==> config.mk <==
export PLATFORM = sky130hd
export DESIGN_NAME = wb_stage
export DESIGN_NICKNAME = d
export VERILOG_FILES = /design/src/rtl/wb_stage.sv
export SDC_FILE = /design/constraint.sdc
export NUM_CORES = 1
export LEC_CHECK = 0
export ABC_CLOCK_PERIOD_IN_PS = 6500
export CAP_MARGIN = 30
export CORE_MARGIN = 8
export CORE_UTILIZATION = 40
export CTS_CLUSTER_DIAMETER = 120
export DETAILED_ROUTE_END_ITERATION = 12
export PLACE_DENSITY = 0.74
export SETUP_SLACK_MARGIN = 0.02
export SYNTH_ARGS = -nofsm -noshare
export SYNTH_HDL_FRONTEND = slang
export SYNTH_SLANG_ARGS = --single-unit
==> constraint.sdc <==
create_clock -name clk -period 6.5 [get_ports clk]
set_clock_uncertainty 0.15 [all_clocks]
set_input_delay 1.95 -clock clk [delete_from_list [all_inputs] [get_ports clk]]
set_output_delay 1.95 -clock clk [all_outputs]
set_load 0.02 [all_outputs]
==> src/rtl/wb_stage.sv <==
// Writeback stage of the 5-stage RV32I pipeline: MEM/WB register, load extraction,
// writeback select, register-file write port, forwarding source and retire counter.
module wb_stage #(
  parameter int unsigned XLEN = 32
) (
  input  logic            clk,
  input  logic            rst,
  input  logic            mem_valid,
  input  logic            mem_reg_write,
  input  logic [4:0]      mem_rd,
  input  logic [1:0]      mem_wb_sel,
  input  logic [XLEN-1:0] mem_alu_result,
  input  logic [XLEN-1:0] mem_pc_plus4,
  input  logic [XLEN-1:0] mem_load_data,
  input  logic [2:0]      mem_funct3,
  input  logic            stall,
  input  logic            flush,
  output logic            rf_we,
  output logic [4:0]      rf_rd,
  output logic [XLEN-1:0] rf_wdata,
  output logic            fwd_valid,
  output logic [4:0]      fwd_rd,
  output logic [XLEN-1:0] fwd_data,
  output logic            load_misaligned,
  output logic [XLEN-1:0] retire_count
);

  logic            valid_q, valid_d;
  logic            reg_write_q, reg_write_d;
  logic [4:0]      rd_q, rd_d;
  logic [1:0]      wb_sel_q, wb_sel_d;
  logic [XLEN-1:0] alu_q, alu_d;
  logic [XLEN-1:0] pc4_q, pc4_d;
  logic [XLEN-1:0] ld_q, ld_d;
  logic [2:0]      funct3_q, funct3_d;
  logic [XLEN-1:0] retire_q, retire_d;

  logic [1:0]      offset;
  logic [7:0]      ld_byte;
  logic [15:0]     ld_half;
  logic [XLEN-1:0] load_val;
  logic [XLEN-1:0] wb_val;
  logic            half_op, word_op, misaligned, live;

  always_comb begin
    valid_d     = valid_q;
    reg_write_d = reg_write_q;
    rd_d        = rd_q;
    wb_sel_d    = wb_sel_q;
    alu_d       = alu_q;
    pc4_d       = pc4_q;
    ld_d        = ld_q;
    funct3_d    = funct3_q;
    if (flush) begin
      valid_d = 1'b0;
    end else if (!stall) begin
      valid_d     = mem_valid;
      reg_write_d = mem_reg_write;
      rd_d        = mem_rd;
      wb_sel_d    = mem_wb_sel;
      alu_d       = mem_alu_result;
      pc4_d       = mem_pc_plus4;
      ld_d        = mem_load_data;
      funct3_d    = mem_funct3;
    end
  end

  always_comb begin
    offset = alu_q[1:0];
    case (offset)
      2'd0:    ld_byte = ld_q[7:0];
      2'd1:    ld_byte = ld_q[15:8];
      2'd2:    ld_byte = ld_q[23:16];
      default: ld_byte = ld_q[31:24];
    endcase
    ld_half = offset[1] ? ld_q[31:16] : ld_q[15:0];
    case (funct3_q)
      3'b000:  load_val = {{(XLEN-8){ld_byte[7]}}, ld_byte};
      3'b100:  load_val = {{(XLEN-8){1'b0}}, ld_byte};
      3'b001:  load_val = {{(XLEN-16){ld_half[15]}}, ld_half};
      3'b101:  load_val = {{(XLEN-16){1'b0}}, ld_half};
      default: load_val = ld_q;
    endcase
    // funct3[1] set covers lw and the unused encodings, all treated as full-word
    half_op    = (funct3_q[1:0] == 2'b01);
    word_op    = funct3_q[1];
    misaligned = (wb_sel_q == 2'b01) &&
                 ((half_op && offset[0]) || (word_op && (offset != 2'b00)));
    case (wb_sel_q)
      2'b01:   wb_val = load_val;
      2'b10:   wb_val = pc4_q;
      default: wb_val = alu_q;
    endcase
  end

  always_comb begin
    live            = valid_q && reg_write_q && (rd_q != 5'd0) && !misaligned;
    rf_we           = live && !stall;
    rf_rd           = rd_q;
    rf_wdata        = wb_val;
    fwd_valid       = live;
    fwd_rd          = rd_q;
    fwd_data        = wb_val;
    load_misaligned = valid_q && misaligned && !stall;
    retire_count    = retire_q;
    retire_d        = retire_q;
    if (valid_q && !stall && !misaligned) begin
      retire_d = retire_q + {{(XLEN-1){1'b0}}, 1'b1};
    end
  end

  always_ff @(posedge clk or posedge rst) begin
    if (rst) begin
      valid_q     <= 1'b0;
      reg_write_q <= 1'b0;
      rd_q        <= '0;
      wb_sel_q    <= '0;
      alu_q       <= '0;
      pc4_q       <= '0;
      ld_q        <= '0;
      funct3_q    <= '0;
      retire_q    <= '0;
    end else begin
      valid_q     <= valid_d;
      reg_write_q <= reg_write_d;
      rd_q        <= rd_d;
      wb_sel_q    <= wb_sel_d;
      alu_q       <= alu_d;
      pc4_q       <= pc4_d;
      ld_q        <= ld_d;
      funct3_q    <= funct3_d;
      retire_q    <= retire_d;
    end
  end

endmodule

* Yosys cells after proc, flatten, opt, wreduce, memory -nomap -nowiden
Index checks and enable logic that the tools add are counted.
** Storage, ports and cells
- Register bits :: 140
- Bits of input ports :: 112
- Output and inout port bits :: 109
- Logic and storage cells :: 46
** Cells by class
- $add $sub $neg :: 1
- Eq/ne operators :: 9
- Mux-type cells :: 6
- Bitwise gates (word level) :: 2
- Reduce and logical (&&, ||, !) cells :: 19
** Operator list (number)
- 32-bit one-hot mux with 4 select lines :: 1
- 32-bit one-hot mux with 2 select lines :: 1
- 32-bit by 1-bit adder with 32-bit output, second input constant :: 1
- 8-bit one-hot mux with 3 select lines :: 1
- 16-bit 2-to-1 mux :: 1
- 1-bit logical AND :: 11
- 2-bit by 1-bit equality test with 1-bit output, second input constant :: 3
- 3-bit equality test, second input constant :: 2
- 5-bit nonzero test :: 1
- 2-bit equality test, second input constant :: 2
- 3-bit by 1-bit equality test with 1-bit output, second input constant :: 1
- 3-bit logical NOT :: 1
- 1-bit logical NOT :: 2
- 2-bit logical NOT :: 1
- 1-bit 2-to-1 mux :: 2
- 2-bit by 1-bit != test with 1-bit output, second input constant :: 1
- 1-bit NOT :: 2
- 2-bit AND reduction :: 1
- 2-bit nonzero test :: 1
- 1-bit logical OR :: 1

* Longest topological paths before layout
Gate-level depths: netlist of run 1.
- Depth after elaboration :: 7
- Depth in mapped cells :: 10
- Gate-level depth less buffers :: 7

* Worst setup path after synthesis of run 1
No wires, ideal clock.
- Kind :: input-to-output
- Start :: in stall
- End :: out load_misaligned
- Arrival time :: 2.373 ns
- Required time :: 4.400 ns
- Setup slack :: 2.027 ns
- Stages on the path :: 2
- Buffers on the path :: 0
- Cells stage by stage :: nand2b_1 > nor2_1
** Between the ends
- Cells in the longest elaborated chain, start to end :: 2
** RTL lines
- start, declared :: RTL line 16 : input logic stall,
- 1-bit logical NOT :: RTL line 104 : load_misaligned = valid_q && misaligned && !stall;
- 1-bit logical AND :: RTL line 104
- end, declared :: RTL line 24 : output logic load_misaligned,
No other way between the ends.

* Final worst setup path of run 1
Same ends and word-level chain as after synthesis.

==> results of run 1 <==
## power breakdown
| group | internal (µW) | switching, µW |
|---|---|---|
| logic | 470 | 461 |
| registers | 983 | 100 |
| clock network | 710 | 371 |
| total | 2160 | 932 |
## layout make-up
type                    instances  area (µm²)
clock inverters                11         189
well taps                     225         282
clock buffers                  21         470
flip-flops and latches        140        3500
multi-input cells             399        3040
inverters                      12        50.0
repair buffers                229        2280
fillers                      1462        7420
## sequential cells by signal, indices dropped and copies added (netlist names)
register and flops:
retire_count 32, pc4_q 32, funct3_q 3, ld_q 32, wb_sel_q 2, fwd_rd 5, valid_q 1, alu_q 32
reg_write_q 1
## through the flow
| step | cell area, µm² | std cells | power [µW] | hold slack, ns |
|---|---|---|---|---|
| final | 9820 | 1037 | 3090 | 0.314 |
| after global placement | 9160 | 1005 | 2020 | 0.309 |
| after detailed placement | 9160 | 1005 | 2040 | 0.315 |
| after CTS | 9820 | 1037 | 3130 | 0.322 |
| after global routing | 9820 | 1037 | 3230 | 0.342 |
| after floorplan | 7030 | 623 | 1670 | 0.331 |
## cell usage after synthesis (all sizes together), types with 3 or more instances
| master | instances |
|---|---|
| a211oi | 3 |
| a21oi | 14 |
| a221o | 6 |
| a221oi | 16 |
| and3 | 5 |
| buf | 52 |
| clkbuf | 20 |
| dfrtp | 140 |
| ha | 3 |
| inv | 12 |
| mux2 | 102 |
| mux2i | 8 |
| nand2 | 76 |
| nand2b | 4 |
| nand3 | 17 |
| nand4 | 6 |
| nor2 | 33 |
| nor2b | 8 |
| nor3 | 10 |
| nor3b | 7 |
| nor4 | 3 |
| o211ai | 9 |
| o21ai | 17 |
| o221ai | 7 |
| xnor2 | 17 |
| xor2 | 14 |
## final timing paths
kind	from	to	slack, ns	depth (start not counted)
setup reg to reg	alu_q[1]	retire_count[20]	3.96	5
max in group asynchronous	rst	ld_q[18]	3.35	3
min in group asynchronous	rst	retire_count[3]	1.94	2
hold reg to reg	retire_count[31]	retire_count[31]	0.31	1
setup / recovery	stall	load_misaligned	1.00	4
hold / removal	retire_count[31]	retire_count[31]	0.31	1
## metal layers
metal / vias to the layer above / wire (µm) / track usage [%]
met1: 2600 / 8300 / 21.6
met5: - / 0 / 0
li1: 2519 / - / -
met2: 166 / 9520 / 29.0
met4: 0 / 171 / 5.05
met3: 14 / 1370 / 5.56
## cells by family after synthesis
| family | synth area share (%) |
|---|---|
| adder cells (fa/ha/maj) | 0.534 |
| multiplexers | 17.8 |
| buffers and inverters | 6.95 |
| AO/OA/AOI/OAI | 8.21 |
| flip-flops | 49.9 |
| AND/OR/NAND/NOR | 12.8 |
| XOR/XNOR | 3.86 |
==> flow_summary.toml, run 1 <==
[run_status]
status = "complete, no violations"

[cts]
numCtsBuffers = 17
ctsResizeCount = 0
cts_tree = "built"
post-cts-setup-buffers = 0
clock_path_buffers = 2
insertion_delay_ns = 0.41
cts_max_level = 4
clock-sinks = 140
root_buffer = "clkbuf_16"
clk_pin_slew_ns = 0.06
cts_hold_buffers = 0

[global_routing]
track_usage_pct = 17.6
antenna_found_initial = 0
grt_first_pass_wirelength_mm = 30.5
grt_max_degree = 85
grt_overflow = 0
grt_pass1_vias = 5442

[route]
dr_total_vias = 5299
drt-vias-per-instance = 5.11
drt_pass1_iterations = 5
drt-total-wl_mm = 19.4
drc = 0
drtIter0Drc = 193
postRouteAntennaNets = 0
wire_per_inst_um = 18.7

[setup_path]
start_kind = "input pin"
crit_family = "buffers and inverters"
worst-path-buf-inv = 2
slowest_stage = "clkdlybuf4s50_1"
slowest_delay_ns = 0.62
cp.arrival_ns = 3.40
critPathMaxFanout = 5
cpMostUsedCell = "clkdlybuf4s50_1"
path_cells = "clkdlybuf4s50_1 > nand2b_1 > nor2_1 > clkdlybuf4s50_1"
worst_ep_required_time_ns = 4.40
setup.worst_path.class = "input pin to output pin"
cp-end-kind = "output pin"

[synthesis]
synth_top_area_share_pct = 49.9
yosys_warnings = 0
syn_area_mm2 = 0.00703
ys_ff_latch = 140
synth_top_cells_by_area = "dfrtp_1 (50%), mux2_2 (16%), buf_4 (4.1%)"
synth_top_area_cell = "dfrtp_1"
synthArstFlopShare_pct = 100
ys.flop_type = "dfrtp_1"
synth.avg_cell_area_um2 = 11.3
synthDistinctLibCells = 48
synth_edf_count = 0
seq_area_frac_synth_pct = 49.9
postSynthCellCount = 623
syn-num-nets = 738

[final_layout]
final_core_util_pct = 57.0
drive_gt1_share_pct = 19.6
layout_common_cells = "clkdlybuf4s50_1 (220), dfrtp_1 (140), mux2_2 (102)"
area_delta_synth_final_pct = 39.8
mostFrequentLayoutCell = "clkdlybuf4s50_1"
n_antenna_cell = 0
nets = 914

[sta]
tns_ns = 0
fin_crit_sh_pct = 84.5
hold_viol_final = 0
rsz0062_at_grt = "false"
final.setup.worst_slack_ns = 1.00
tightest_slew_ns = 0.971
finalSetupViolCount = 0
slew_violations = 0
fmax_ghz = 0.182
slew_headroom_pct = 35.1
fin_crit_ns = 5.50

[die]
die_height_um = 149
chipWidth_um = 149
rows = 48
core_mm2 = 0.0172
initial_core_util_pct = 40.8
io_pins = 221
dieArea_mm2 = 0.0221

[placement]
dp_slack_ns = 1.00
gp_congestion = 0.772
port-buffer-count = 220
hpwl_mm = 14.1

[power_and_ir_drop]
leakagePower_uw = 0.00408
peakVddDrop_mv = 0.219
p_per_area_mw_per_mm2 = 315

[flow_run]
max-cap-violations = 0

[hold_path]
hold_path.class = "flop to flop"
Power figures use the tool's default switching activity.
==> run 2: changes to the inputs <==
Settings changed: ABC_CLOCK_PERIOD_IN_PS 6500 to 4800, PLACE_DENSITY 0.74 to 0.77.
Clock period 6.5 ns to 4.8 ns, I/O delays scaled along.
==> flow_summary.toml, run 2 (synthesis results as in run 1) <==
[run_status]
status = "complete, no violations"

[sta]
tightest_slew_ns = 0.724
rsz0062_at_grt = "false"
slew_violations = 0
hold_slack_ns = 0.326
fmax_ghz = 0.220
fin_crit_ns = 4.55
fin_crit_sh_pct = 94.9
hold_viol_final = 0
finalSetupViolCount = 0
tns_ns = 0
slew_headroom_pct = 51.6

[global_routing]
grt_overflow = 0
grt_first_pass_wirelength_mm = 31.0
track_usage_pct = 18.0
grt_pass1_vias = 5610
top_usage_layer = "met2"
antenna_found_initial = 1
met1_usage_pct = 21.6
grt_max_degree = 65
use_met3_pct = 6.50
use_met2_pct = 29.8

[final_layout]
layout_common_cells = "clkdlybuf4s50_1 (220), dfrtp_1 (140), mux2_2 (102)"
area_delta_synth_final_pct = 40.1
mostFrequentLayoutCell = "clkdlybuf4s50_1"
nets = 918
n_antenna_cell = 0
drive_gt1_share_pct = 20.2
num-fill-cells = 1467

[power_and_ir_drop]
leakagePower_uw = 0.00408
p_per_area_mw_per_mm2 = 418
peakVddDrop_mv = 0.275

[setup_path]
slowest_delay_ns = 0.66
crit_family = "simple AND/OR/NAND/NOR gates"
slowest_stage = "clkdlybuf4s50_1"
cp-end-kind = "output pin"
path_cells = "inv_1 > ha_1 > nor2b_1 > nand2_1 > nor2_1 > a221o_1 > clkdlybuf4s50_1"
critPathMaxFanout = 6
start_kind = "flop"
cp.arrival_ns = 2.96
worst-path-buf-inv = 2
worst_ep_required_time_ns = 3.21
setup.worst_path.class = "flop to output pin"

[cts]
insertion_delay_ns = 0.42
clock-sinks = 140
clk_pin_slew_ns = 0.06
cts_max_level = 4
clock_path_buffers = 2
post-cts-setup-buffers = 0
root_buffer = "clkbuf_16"
numCtsBuffers = 17
cts_tree = "built"

[route]
drtIter0Drc = 311
dr_total_vias = 5371
drt_pass1_iterations = 4
wire_per_inst_um = 18.8
drt-total-wl_mm = 19.6
postRouteAntennaNets = 0
drc = 0
drt-vias-per-instance = 5.16

[hold_path]
hold_path.class = "flop to flop"

[die]
core_mm2 = 0.0172
dieArea_mm2 = 0.0221
initial_core_util_pct = 40.8
die_height_um = 149
chipWidth_um = 149
rows = 48
io_pins = 221

[placement]
gp_congestion = 0.769
hpwl_mm = 14.4
port-buffer-count = 220

[flow_run]
max-cap-violations = 0
run 2: cell count changes in the layout (fill, tap and decap cells not counted), sizes merged:
cell      previous run  this run
inv                 12        14
clkinvlp             2         4
clkbuf              21        19
bufinv               5         3
buf                  9        13
run 2: routing by layer:
layer / vias up / routed length (µm)
met2: 163 / 9590
li1: 2520 / -
met4: 2 / 274
met5: - / 9
met3: 23 / 1470
met1: 2663 / 8250
run 2: layout make-up:
cell class,count,area [µm²],area share (%)
Clock buffer,19,453,4.60
Clock inverter,13,163,1.65
Inverter,12,48.8,0.496
Multi-Input combinational cell,399,3050,30.9
Sequential cell,140,3500,35.6
Tap cell,225,282,2.86
Timing Repair Buffer,233,2350,23.9
run 2: worst register-to-register path, delay by kind of cell (launching register included):
kind	cells	cell delay, ns
AOI/OAI and AO/OA	2	0.42
xor gates and xnor gates	1	0.19
adders and majority gates	1	0.27
buffers and inverters	2	0.32
DFF	1	0.36
and+or+nand+nor	2	0.46
run 2: stage by stage:
| stage | instances | instance area, µm² | utilization [%] | total power [µW] | setup WS [ns] |
|---|---|---|---|---|---|
| 2_1_floorplan | 623 | 7030 | - | 2270 | 1.19 |
| 6_report | 1041 | 9850 | 57.1 | 4110 | 0.245 |
| 5_1_grt | 1041 | 9850 | 57.1 | 4310 | 0.0784 |
| 4_1_cts | 1041 | 9840 | 57.1 | 4160 | 0.211 |
| 3_3_place_gp | 1009 | 9230 | 53.5 | 2750 | 0.347 |
| 3_5_place_dp | 1009 | 9230 | 53.5 | 2770 | 0.347 |
run 2: final timing paths:
check,start,end,slack [ns],cells after the start
setup / recovery,wb_sel_q[1],fwd_data[10],0.25,7
hold reg to reg,retire_count[31],retire_count[31],0.33,1
setup reg to reg,wb_sel_q[1],retire_count[21],2.55,8
min in group asynchronous,rst,fwd_rd[2],1.33,2
max in group asynchronous,rst,ld_q[5],2.43,3
hold / removal,retire_count[31],retire_count[31],0.33,1
run 2: power by group:
part           internal (µW)  switching (µW)
combinational            644             642
clock                    847             522
sequential              1330             126
run 2: repair_timing:
action | CTS | global route
hold buffers | 0 | 0
resized for setup | 0 | 1
endpoints found under the hold margin | 0 | 0
endpoints found under the setup margin | 0 | 2
==> run 3: changes to the inputs <==
Settings changed: CAP_MARGIN 30 to unset, CORE_UTILIZATION 40 to 43, PLACE_DENSITY 0.77 to 0.82.
==> flow_summary.toml, run 3 (synthesis results as in run 1) <==
[final_layout]
layout.cells.non_filler = 1030
layout_common_cells = "clkdlybuf4s50_1 (220), dfrtp_1 (139), mux2_2 (102)"
n_antenna_cell = 0
area_delta_synth_final_pct = 40.1
mostFrequentLayoutCell = "clkdlybuf4s50_1"
nets = 917
drive_gt1_share_pct = 20.3
num-fill-cells = 1279
final_core_util_pct = 61.7

[cts]
cts_tree = "built"
cts_hold_buffers = 0
ctsResizeCount = 0
clk_pin_slew_ns = 0.05
post-cts-setup-buffers = 0
root_buffer = "clkbuf_16"
insertion_delay_ns = 0.41
clock_path_buffers = 2
clock-sinks = 140
cts_max_level = 4
numCtsBuffers = 17

[setup_path]
setup.worst_path.class = "input pin to output pin"
start_kind = "input pin"
path_cells = "clkdlybuf4s50_1 > nand2b_1 > nor2_1 > clkdlybuf4s50_1"
reg2reg_slack_ns = 2.65
slowest_delay_ns = 0.63
slowest_stage = "clkdlybuf4s50_1"
cp.arrival_ns = 2.95
cp-end-kind = "output pin"
critPathMaxFanout = 5
worst_ep_required_time_ns = 3.21
cpMostUsedCell = "clkdlybuf4s50_1"

[sta]
fin_crit_ns = 4.54
slew_violations = 0
tightest_slew_ns = 0.754
final.setup.worst_slack_ns = 0.264
finalSetupViolCount = 0
fmax_ghz = 0.220
hold_viol_final = 0
slew_headroom_pct = 49.7
tns_ns = 0
fin_crit_sh_pct = 94.5
rsz0062_at_grt = "false"
hold_slack_ns = 0.331

[route]
wire_per_inst_um = 19.1
drtIter0Drc = 235
drt-vias-per-instance = 5.23
drt_pass1_iterations = 4
postRouteAntennaNets = 0
dr_total_vias = 5385
drt-total-wl_mm = 19.6
drc = 0

[placement]
post-place-cells = 999
gp_congestion = 0.813
port-buffer-count = 220
dp_slack_ns = 0.282
hpwl_mm = 14.4

[power_and_ir_drop]
leakagePower_uw = 0.00409
peakVddDrop_mv = 0.318
p_per_area_mw_per_mm2 = 421

[die]
dieArea_mm2 = 0.0207
die_height_um = 144
initial_core_util_pct = 44.1
io_pins = 221
rows = 46
core_mm2 = 0.0159
chipWidth_um = 144

[global_routing]
grt_max_degree = 93
grt_first_pass_wirelength_mm = 30.7
antenna_found_initial = 1
grt_pass1_vias = 5664
track_usage_pct = 19.1
grt_overflow = 0

[run_status]
status = "complete, no violations"

[flow_run]
max-cap-violations = 0

[hold_path]
hold_path.class = "flop to flop"
[run 3: report_power, final]
| part | internal (µW) | total, µW | switching (µW) |
|---|---|---|---|
| Sequential | 1330 | 1460 | 131 |
| Combinational | 643 | 1280 | 640 |
| Clock | 909 | 1390 | 484 |
| Total | 2880 | 4140 | 1260 |
[run 3: worst max-delay path: cells and delay by family]
family | cells | cell delay (ns)
buf+inv | 2 | 1.18
simple gates | 2 | 0.32
[run 3: per-stage QoR]
stage / power (µW) / area (µm²)
3_5_place_dp: 2770 / 9200
6_report: 4140 / 9840
4_1_cts: 4180 / 9830
3_3_place_gp: 2750 / 9200
5_1_grt: 4330 / 9840
2_1_floorplan: 2270 / 7030
[run 3: layout make-up]
class	count	area [µm²]	share of cell area, %
well taps	216	270	2.75
inverters	12	48.8	0.496
flip-flops and latches	140	3500	35.6
clock inverters	10	164	1.67
clock buffers	21	470	4.78
multi-input cells	399	3050	31.0
repair buffers	232	2330	23.7
[run 3: final timing paths]
check | start | end | cells past startpoint
worst max-delay path | stall | load_misaligned | 4
worst min-delay path | retire_count[31] | retire_count[31] | 1
worst max register to register | alu_q[1] | retire_count[14] | 6
worst min register to register | retire_count[31] | retire_count[31] | 1
max in group asynchronous | rst | alu_q[1] | 3
min in group asynchronous | rst | fwd_rd[4] | 2
[run 3: metal layers]
layer | up-vias | track usage (%) | share of wire, %
met2 | 184 | 32.0 | 50
li1 | 2528 | - | -
met4 | 2 | 5.42 | 0.91
met5 | - | 0 | 0.066
met1 | 2656 | 23.5 | 43
met3 | 15 | 5.37 | 6.5
